### src/rtl/ofmap_rlc_compressor_pkg.sv
// Shared types and constants for the ofmap zero run-length compressor.
package ofmap_rlc_compressor_pkg;

    localparam int RUN_W       = 5;
    localparam int LVL_W       = 8;
    localparam int RLC_PAIRS   = 4;
    localparam int RLC_MAX_RUN = 31;
    localparam int IN_BYTES    = 16;
    localparam int CNT_W       = 5;

    typedef struct packed {
        logic [RUN_W-1:0] run;
        logic [LVL_W-1:0] level;
    } RLC_PAIR;

    typedef struct packed {
        logic                    last;
        logic [2:0]              npairs;
        logic [7:0]              rsvd;
        RLC_PAIR [RLC_PAIRS-1:0] pairs;
    } RLC_WORD;

    typedef enum logic [1:0] {
        ACTIVE,
        FLUSH_RUN,
        FLUSH_WORD
    } COMPRESSOR_STATE;

endpackage

### src/rtl/ofmap_rlc_compressor_if.sv
// Byte-offer input side and packed-word output stream of the compressor.
interface ofmap_rlc_compressor_if;
    import ofmap_rlc_compressor_pkg::*;

    logic [IN_BYTES-1:0][LVL_W-1:0] outmap_data;
    logic [CNT_W-1:0]               outmap_data_valid_num;
    logic [CNT_W-1:0]               valid_taken_num;
    logic                           frame_done;
    logic [63:0]                    rlc_word;
    logic                           rlc_valid;
    logic                           rlc_ready;

    modport slave (
        input  outmap_data, outmap_data_valid_num, frame_done, rlc_ready,
        output valid_taken_num, rlc_word, rlc_valid
    );

    modport master (
        output outmap_data, outmap_data_valid_num, frame_done, rlc_ready,
        input  valid_taken_num, rlc_word, rlc_valid
    );

endinterface

### src/rtl/ofmap_rlc_compressor_packer.sv
// rlc_word_packer: collects {run,level} pairs into 64-bit words and holds the
// output register until the sink accepts it.
module rlc_word_packer
    import ofmap_rlc_compressor_pkg::*;
(
    input  logic    clk,
    input  logic    rst_n,
    input  logic    i_pair_valid,
    input  RLC_PAIR i_pair,
    input  logic    i_flush,
    input  logic    i_ready,
    output RLC_WORD o_word,
    output logic    o_valid,
    output logic    o_stall
);

    localparam int SLOT_W = $clog2(RLC_PAIRS);

    logic [SLOT_W-1:0]       r_slot;
    RLC_PAIR [RLC_PAIRS-1:0] r_pairs;
    RLC_PAIR [RLC_PAIRS-1:0] w_pairs;
    RLC_WORD                 r_word;
    logic                    r_valid;
    logic                    w_full;

    assign o_stall = r_valid & ~i_ready;
    assign w_full  = i_pair_valid & (r_slot == SLOT_W'(RLC_PAIRS - 1));
    assign o_word  = r_word;
    assign o_valid = r_valid;

    always_comb begin
        w_pairs = r_pairs;
        if (i_pair_valid) begin
            w_pairs[r_slot] = i_pair;
        end
    end

    // Slots are cleared after every load so a partial word carries zeros in unused slots.
    always_ff @(posedge clk) begin
        if (!rst_n) begin
            r_slot  <= '0;
            r_pairs <= '0;
            r_word  <= '0;
            r_valid <= 1'b0;
        end else if (!o_stall) begin
            if (w_full) begin
                r_word  <= '{last: 1'b0, npairs: 3'(RLC_PAIRS), rsvd: '0, pairs: w_pairs};
                r_valid <= 1'b1;
                r_slot  <= '0;
                r_pairs <= '0;
            end else if (i_flush) begin
                r_word  <= '{last: 1'b1, npairs: 3'(r_slot), rsvd: '0, pairs: r_pairs};
                r_valid <= 1'b1;
                r_slot  <= '0;
                r_pairs <= '0;
            end else begin
                r_valid <= 1'b0;
                if (i_pair_valid) begin
                    r_pairs <= w_pairs;
                    r_slot  <= r_slot + SLOT_W'(1);
                end
            end
        end
    end

endmodule

### src/rtl/ofmap_rlc_compressor.sv
// Zero run-length encoder for the ReLU'd ofmap stream, one byte per cycle.
// Optional RLC_COMPRESSOR_STATS_EN adds saturating byte/word counters.
module ofmap_rlc_compressor
    import ofmap_rlc_compressor_pkg::*;
(
    input  logic                  clk,
    input  logic                  rst_n,
    ofmap_rlc_compressor_if.slave bus
`ifdef RLC_COMPRESSOR_STATS_EN
    ,
    output logic [23:0]           stat_bytes_in,
    output logic [15:0]           stat_words_out
`endif
);

    COMPRESSOR_STATE  r_state;
    logic [RUN_W-1:0] r_run;
    logic [LVL_W-1:0] w_byte;
    logic             w_take;
    logic             w_stall;
    logic             w_pair_valid;
    RLC_PAIR          w_pair;
    logic             w_flush;
    RLC_WORD          w_word;
    logic             w_valid;
    logic             w_unused_bytes;

    assign w_byte              = bus.outmap_data[0];
    assign w_unused_bytes      = ^bus.outmap_data[IN_BYTES-1:1];
    assign w_take              = (r_state == ACTIVE) && (bus.outmap_data_valid_num != '0) && !w_stall;
    assign bus.valid_taken_num = {{(CNT_W-1){1'b0}}, w_take};
    assign bus.rlc_word        = w_word;
    assign bus.rlc_valid       = w_valid;

    // A trailing run of N zeros is closed as {N-1, 0}: the last zero rides as the level.
    always_comb begin
        w_pair_valid = 1'b0;
        w_pair       = '0;
        w_flush      = 1'b0;
        case (r_state)
            ACTIVE: begin
                if (w_take && (w_byte != '0)) begin
                    w_pair_valid = 1'b1;
                    w_pair       = '{run: r_run, level: w_byte};
                end else if (w_take && (r_run == RUN_W'(RLC_MAX_RUN))) begin
                    w_pair_valid = 1'b1;
                    w_pair       = '{run: r_run, level: '0};
                end
            end
            FLUSH_RUN: begin
                if (!w_stall && (r_run != '0)) begin
                    w_pair_valid = 1'b1;
                    w_pair       = '{run: r_run - RUN_W'(1), level: '0};
                end
            end
            FLUSH_WORD: w_flush = !w_stall;
            default: ;
        endcase
    end

    always_ff @(posedge clk) begin
        if (!rst_n) begin
            r_state <= ACTIVE;
            r_run   <= '0;
        end else begin
            case (r_state)
                ACTIVE: begin
                    if (w_take) begin
                        if ((w_byte != '0) || (r_run == RUN_W'(RLC_MAX_RUN))) begin
                            r_run <= '0;
                        end else begin
                            r_run <= r_run + RUN_W'(1);
                        end
                        if (bus.frame_done) begin
                            r_state <= FLUSH_RUN;
                        end
                    end
                end
                FLUSH_RUN: begin
                    if (!w_stall) begin
                        r_run   <= '0;
                        r_state <= FLUSH_WORD;
                    end
                end
                FLUSH_WORD: begin
                    if (!w_stall) begin
                        r_state <= ACTIVE;
                    end
                end
                default: r_state <= ACTIVE;
            endcase
        end
    end

    rlc_word_packer u_packer (
        .clk          (clk),
        .rst_n        (rst_n),
        .i_pair_valid (w_pair_valid),
        .i_pair       (w_pair),
        .i_flush      (w_flush),
        .i_ready      (bus.rlc_ready),
        .o_word       (w_word),
        .o_valid      (w_valid),
        .o_stall      (w_stall)
    );

`ifdef RLC_COMPRESSOR_STATS_EN
    logic [23:0] r_stat_bytes_in;
    logic [15:0] r_stat_words_out;

    always_ff @(posedge clk) begin
        if (!rst_n) begin
            r_stat_bytes_in  <= '0;
            r_stat_words_out <= '0;
        end else begin
            if (w_take && (r_stat_bytes_in != '1)) begin
                r_stat_bytes_in <= r_stat_bytes_in + 24'd1;
            end
            if (w_valid && bus.rlc_ready && (r_stat_words_out != '1)) begin
                r_stat_words_out <= r_stat_words_out + 16'd1;
            end
        end
    end

    assign stat_bytes_in  = r_stat_bytes_in;
    assign stat_words_out = r_stat_words_out;
`endif

endmodule

### src/flat_wrapper.sv
// flat-port wrapper written by rule: the top's interface ports become plain ports
module ofmap_rlc_compressor_flat import ofmap_rlc_compressor_pkg::*;
  (clk, rst_n, bus_outmap_data, bus_outmap_data_valid_num, bus_frame_done, bus_rlc_ready, bus_valid_taken_num, bus_rlc_word, bus_rlc_valid);
  ofmap_rlc_compressor_if bus_i ();
  input  logic clk;
  input  logic rst_n;
  input wire logic [$bits(bus_i.outmap_data)-1:0] bus_outmap_data;
  input wire logic [$bits(bus_i.outmap_data_valid_num)-1:0] bus_outmap_data_valid_num;
  input wire logic [$bits(bus_i.frame_done)-1:0] bus_frame_done;
  input wire logic [$bits(bus_i.rlc_ready)-1:0] bus_rlc_ready;
  output wire logic [$bits(bus_i.valid_taken_num)-1:0] bus_valid_taken_num;
  output wire logic [$bits(bus_i.rlc_word)-1:0] bus_rlc_word;
  output wire logic [$bits(bus_i.rlc_valid)-1:0] bus_rlc_valid;
  assign bus_i.outmap_data = bus_outmap_data;
  assign bus_i.outmap_data_valid_num = bus_outmap_data_valid_num;
  assign bus_i.frame_done = bus_frame_done;
  assign bus_i.rlc_ready = bus_rlc_ready;
  assign bus_valid_taken_num = bus_i.valid_taken_num;
  assign bus_rlc_word = bus_i.rlc_word;
  assign bus_rlc_valid = bus_i.rlc_valid;
  ofmap_rlc_compressor u_core (.clk(clk), .rst_n(rst_n), .bus(bus_i));
endmodule
### config.mk
export PLATFORM = sky130hd
export DESIGN_NAME = ofmap_rlc_compressor_flat
export DESIGN_NICKNAME = d
export VERILOG_FILES = /design/src/rtl/ofmap_rlc_compressor_pkg.sv /design/src/rtl/ofmap_rlc_compressor_if.sv /design/src/rtl/ofmap_rlc_compressor_packer.sv /design/src/rtl/ofmap_rlc_compressor.sv /design/src/flat_wrapper.sv
export SDC_FILE = /design/constraint.sdc
export NUM_CORES = 1
export LEC_CHECK = 0
export BUFFER_PORTS_ARGS = -buffer_cell sky130_fd_sc_hd__buf_2
export CAP_MARGIN = 20
export CORE_MARGIN = 4
export CORE_UTILIZATION = 49
export CTS_CLUSTER_DIAMETER = 50
export CTS_CLUSTER_SIZE = 28
export DETAILED_ROUTE_END_ITERATION = 16
export HOLD_SLACK_MARGIN = 0.02
export PLACE_DENSITY_LB_ADDON = 0.12
export SYNTH_ARGS = -nofsm -noshare
export SYNTH_HDL_FRONTEND = slang
export SYNTH_SLANG_ARGS = --single-unit
### constraint.sdc
create_clock -name clk -period 2.6 [get_ports clk]
set_input_delay 0.26 -clock clk [delete_from_list [all_inputs] [get_ports clk]]
set_output_delay 0.26 -clock clk [all_outputs]
set_load 0.02 [all_outputs]
==> metrics.cfg, run 1 <==
[setup_path]
crit_fanout=17
r2r-start=u_core.r_run[0]
arrival_ns=2.77
r2r_cells=9
critPathLaunchType=flop
rrSetupSlack_ns=0.14
worst_setup_path_end_kind=flop
crit_required_ns=2.91
path_class=flop to flop
reg2reg_to=u_core.u_packer.r_pairs[10]

[worst_hold_path]
min_path_type=primary input to flop
hold_end=u_core.r_state[0]
hold_depth=3
hp-start=bus_frame_done

[detailed_routing]
top_layer_used=met4
first_iter_violations=541
m1WireLength_um=8090
dr_total_vias=5312
wl_per_cell_um=21.1
dr.pass1.iters=7
wl_met3_um=1370
wl_met2_um=7810
viasPerCell=6.31
drc=0
routed_wl_um=17800
ant_nets=0

[sta]
rsz0062_at_grt=no
worst_pin_slew_ns=0.656
maxSlewHeadroom=0.562
clock_skew_ns=0.00703
hold_violations=0
maxSlewViolCount=0
setup_viol=0
fmax_mhz=407
period_share=0.946
setup-tns-final_ns=0
finalCriticalPeriod_ns=2.46

[grt]
grt_overflow_total=0
grt_pass1_wl_um=28000
grt_usage=0.274
grt_pass1_vias=5047
antenna_found_initial=0
grt_max_degree=44

[die]
fp.dieH_um=116
die_x_um=116
initial_core_util=0.500
fp.coreArea_mm2=0.0114
die-area_mm2=0.0134
row_count=39
num_io_pins=207

[yosys]
synthAdderAreaFrac=0.0154
synth_compound_area_frac=0.265
yosysUniqueCellTypes=67
synth_ff_type=dfxtp_1
synth_edf_count=0
synth.area.mux_share=0.0392
synth.largest_area_cell=dfxtp_1
synth_top_area_share=0.416
yosys.area_share.simple=0.174
ys_ff_latch=118
ys_warn_count=0
synth_area_mm2=0.00568
async_flop_share=0
avgSynthCellArea_um2=9.28
ys_seq_area_frac=0.416
syn_inst=612
synth_top_family_by_area=compound AO/OA/AOI/OAI gates
netlist_top_cells_area=dfxtp_1 (42%), a22o_1 (4.3%), a221oi_1 (4.0%)
synth-xor-area-share=0.00617

[finish]
drive_above_1_share=0.245
num-fill-cells=999
layout_common_cells=dfxtp_1 (118), buf_2 (74), buf_4 (45), nand2_1 (38), and3_1 (31)
final_common_cell=dfxtp_1
fin_nets=831
area_growth_pct=19.8
post_layout_nonfiller_instances=842
num_antenna_cells=0

[clocking]
htree_num_levels=4
clock_sinks=118
postCtsSetupBuffers=0
clockBufferDepth=2
clk_latency_ns=0.42
postCtsHoldBufs=0
numCtsBuffers=17
cts_tree=done
cts_root_buffer=clkbuf_16
clk_pin_slew_ns=0.05

[placed_design]
port_buffers=74
gp_congestion=0.908
dpl.hpwl_um=12200
dp.cells=811

[status]
status=finished clean

[power]
p_per_area_mw_per_mm2=736
peakVddDrop_uv=487
p_leak_uw=0.00292

[job]
maxCapViolations=0

## flip-flops by register name (all words and copies together), names as in the netlist
register                 count
u_core.u_packer.o_word      56
u_core.u_packer.r_pairs     52
u_core.r_run                 5
u_core.r_state               2
u_core.u_packer.r_slot       2
u_core.u_packer.o_valid      1
## routing by layer
layer | GRT usage | vias up
li1 | - | 2448
met1 | 0.379 | 2580
met2 | 0.412 | 244
met3 | 0.0585 | 40
met4 | 0.121 | 0
met5 | 0 | -
## through the flow
stage	hold WS [ns]	utilization	area (um2)	total power, uW	setup slack, ns
5_1_grt	0.142	0.598	6800	5180	0.0430
3_5_place_dp	0.442	0.551	6260	2950	0.0306
2_1_floorplan	0.411	-	5720	2630	0.355
4_1_cts	0.0979	0.597	6790	5010	0.0420
6_report	0.106	0.598	6800	5010	0.141
3_3_place_gp	0.438	0.551	6260	2940	0.0441
## how the worst max path moves through the flow
| stage | startpoint | to | depth (start not counted) |
|---|---|---|---|
| final | u_core.r_run[0] | u_core.u_packer.r_pairs[10] | 9 |
| after global routing | u_core.r_run[0] | u_core.u_packer.o_word[10] | 9 |
| after CTS | u_core.u_packer.o_valid | bus_valid_taken_num[0] | 5 |
| after detailed placement | u_core.r_run[0] | u_core.u_packer.o_word[0] | 9 |
| after global placement | u_core.r_run[0] | u_core.u_packer.o_word[1] | 9 |
| after floorplan | u_core.r_run[0] | u_core.u_packer.o_word[22] | 9 |
## cell usage after synthesis, types with 19 or more instances
cell type  instances
a221oi_1          26
a22o_1            28
and2_1            20
and3_1            31
buf_2             19
clkbuf_1          36
dfxtp_1          118
mux2i_1           20
nand2_1           38
nor2_1            23
nor3_1            19
## power breakdown
group	switching, uW	total [uW]	internal [uW]
Clock	815	2060	1250
Combinational	635	978	343
Sequential	64.0	1970	1900
## logic make-up after synthesis
family                     count (synthesis)
other                                      1
adders and majority gates                  7
AOI/OAI and AO/OA                        183
buffers and inverters                     96
DFF                                      118
and+or+nand+nor                          181
muxes                                     22
xor gates and xnor gates                   4
## critical path: stages (launching register included)
cell and delay, ns:
dfxtp_1 0.32, ha_1 0.21, and3_1 0.18, ha_1 0.21, nor2_1 0.12, nand3_2 0.17
a31o_1 0.33, buf_4 0.22, and2_1 0.31, a22o_1 0.26
## cell type report
type | instances | area [um2] | area share
Inverter | 19 | 71.3 | 0.0105
Multi-Input combinational cell | 409 | 2900 | 0.427
Clock buffer | 22 | 464 | 0.0682
Timing Repair Buffer | 122 | 768 | 0.113
Sequential cell | 118 | 2360 | 0.347
Tap cell | 143 | 179 | 0.0263
Clock inverter | 9 | 55.1 | 0.00809
## what timing repair did
item,4_1_cts,5_1_grt
endpoints found under the hold margin,0,0
gates resized for setup,1,4
pin swaps,0,0
setup endpoints to repair,1,31
Power figures use the tool's default switching activity.
==> run 2, diff against run 1 <==
--- a/config.mk
+++ b/config.mk
@@ -6,9 +6,9 @@
 export NUM_CORES = 1
 export LEC_CHECK = 0
 export BUFFER_PORTS_ARGS = -buffer_cell sky130_fd_sc_hd__buf_2
-export CAP_MARGIN = 20
+export CAP_MARGIN = 5
 export CORE_MARGIN = 4
-export CORE_UTILIZATION = 49
+export CORE_UTILIZATION = 45
 export CTS_CLUSTER_DIAMETER = 50
 export CTS_CLUSTER_SIZE = 28
 export DETAILED_ROUTE_END_ITERATION = 16
==> run 2 against run 1 <==
Effect of this change:
- sequential share of layout area fell by 0.40 points
- clock skew rose by 0.0014 ns
- flip-flop and latch count did not move
- fmax fell by 2.9%
- clock power rose by 20%
- critical path type unchanged
==> metrics.cfg, run 2 (synthesized netlist as in run 1, its figures left out) <==
[die]
die_x_um=120  ; was 116 um
die-area_mm2=0.0145  ; was 0.0134 mm2
initial_core_util=0.467  ; was 0.500
num_io_pins=207  ; unchanged
fp.dieH_um=120  ; was 116 um
row_count=40  ; was 39
fp.coreArea_mm2=0.0122  ; was 0.0114 mm2

[clocking]
clk_latency_ns=0.42  ; about the same
clockBufferDepth=2  ; unchanged
clock_sinks=118  ; unchanged
postCtsHoldBufs=0  ; unchanged
clk_pin_slew_ns=0.05  ; about the same
cts_root_buffer=clkbuf_16  ; unchanged
cts_tree=done  ; unchanged
numCtsBuffers=17  ; unchanged
htree_num_levels=4  ; unchanged

[grt]
antenna_found_initial=0  ; unchanged
grt_pass1_vias=5147  ; was 5047
grt_overflow_total=0  ; unchanged
grt_usage=0.258  ; was 0.274
grt_pass1_wl_um=29000  ; was 28000 um
grt_max_degree=44  ; unchanged

[sta]
hold_violations=0  ; unchanged
rsz0062_at_grt=no  ; unchanged
maxSlewHeadroom=0.564  ; was 0.562
fmax_mhz=395  ; was 407 MHz
period_share=0.974  ; was 0.946
worst_slack_ns=0.0688  ; was 0.141 ns
clock_skew_ns=0.00843  ; was 0.00703 ns
setup-tns-final_ns=0  ; unchanged
maxSlewViolCount=0  ; unchanged
finalCriticalPeriod_ns=2.53  ; was 2.46 ns
setup_viol=0  ; unchanged
whs_ns=0.109  ; was 0.106 ns
worst_pin_slew_ns=0.654  ; was 0.656 ns

[finish]
layout_common_cells=dfxtp_1 (118), buf_2 (74), buf_4 (45), nand2_1 (38), and3_1 (31)  ; unchanged
fin_nets=829  ; was 831
drive_above_1_share=0.242  ; was 0.245
final_util=0.566  ; was 0.598
fin_area_mm2=0.00688  ; was 0.00680 mm2
num_antenna_cells=0  ; unchanged
final_common_cell=dfxtp_1  ; unchanged
area_growth_pct=21.2  ; was 19.8%
largest_reg_flops=56  ; unchanged

[placed_design]
port_buffers=74  ; unchanged
dp_slack_ns=-0.000856  ; was 0.0306 ns
dpl.hpwl_um=12700  ; was 12200 um
placed_cell_area_mm2=0.00626  ; about the same
gp_congestion=0.914  ; was 0.908

[setup_path]
arrival_ns=2.83  ; was 2.77 ns
critPathLaunchType=flop  ; unchanged
crit_required_ns=2.90  ; was 2.91 ns
worst_setup_path_end_kind=flop  ; unchanged
r2r-start=u_core.r_run[0]  ; unchanged
crit_fanout=10  ; was 17
path_class=flop to flop  ; unchanged
crit_start=u_core.r_run[0]  ; unchanged

[detailed_routing]
first_iter_violations=478  ; was 541
viasPerCell=6.13  ; was 6.31
dr.pass1.iters=5  ; was 7
drc=0  ; unchanged
wl_per_cell_um=21.3  ; was 21.1 um
routed_wl_um=18400  ; was 17800 um
ant_nets=0  ; unchanged
dr_total_vias=5299  ; was 5312

[status]
status=finished clean  ; unchanged

[power]
p_seq_frac=0.364  ; was 0.393
peakVddDrop_uv=516  ; was 487 uV
p_leak_uw=0.00294  ; was 0.00292 uW
combPwrFrac=0.178  ; was 0.195
clkPwrFrac=0.458  ; was 0.412
p_per_area_mw_per_mm2=785  ; was 736 mW/mm2
p_sw_frac=0.283  ; was 0.302
switching_power_uw=1530  ; was 1510 uW
p_int_uw=3870  ; was 3500 uW

[worst_hold_path]
hp-start=bus_frame_done  ; unchanged
min_path_type=primary input to flop  ; unchanged

[job]
maxCapViolations=0  ; unchanged

## run 2: changes by cell type in the layout (fill, tap and decap cells not counted), sizes merged
cell,before,now
clkinv,9,4
bufinv,0,4
buf,122,120
clkinvlp,1,2
## run 2: repair_timing
action | in CTS | in global routing
setup buffers | 0 | 0
endpoints found under the setup margin | 13 | 20
endpoints found under the hold margin | 0 | 0
resized for setup | 2 | 3
## run 2: layout make-up
type | count | area (um2)
multi-input combinational | 409 | 2900
timing repair buffer | 120 | 728
inverter | 19 | 71.3
fill | 1122 | 5280
sequential | 118 | 2360
tap | 168 | 210
clock inverter | 9 | 150
clock buffer | 22 | 464
## run 2: power by group through the flow
stage / Combinational, uW / Sequential (uW) / Clock, uW
after CTS: 952 / 1960 / 2490
after global placement: 933 / 2000 / 0
after floorplan: 590 / 2040 / 0
after global routing: 1030 / 1970 / 2580
final: 964 / 1970 / 2470
after detailed placement: 945 / 2000 / 0
## run 2: worst paths after layout
check	slack, ns	cells after the start	end
worst max register to register	0.07	10	u_core.u_packer.o_word[21]
worst max-delay path	0.07	10	u_core.u_packer.o_word[21]
worst min-delay path	0.11	3	u_core.r_state[0]
worst min register to register	0.45	1	u_core.u_packer.r_pairs[46]
## run 2: worst max-delay path, stage by stage, from the launching register on
cell and delay, ns:
dfxtp_1 0.35, ha_1 0.22, and3_1 0.19, ha_1 0.22, nor2_1 0.11, nand3_1 0.15
buf_4 0.23, a31oi_4 0.31, buf_4 0.21, nor4_1 0.06, a2111oi_2 0.37
## run 2: metrics by stage
stage | std cells | total power [uW]
after floorplan | 623 | 2630
after global placement | 834 | 2930
after detailed placement | 834 | 2950
after CTS | 865 | 5410
after global routing | 865 | 5580
final | 865 | 5400
## run 2: per-layer routing
layer  share of wire  GRT usage  up-vias
li1                -          -     2449
met1            0.46      0.354     2575
met2            0.45      0.391      232
met3           0.069     0.0557       43
met4           0.024      0.111        0
met5               0          0        -
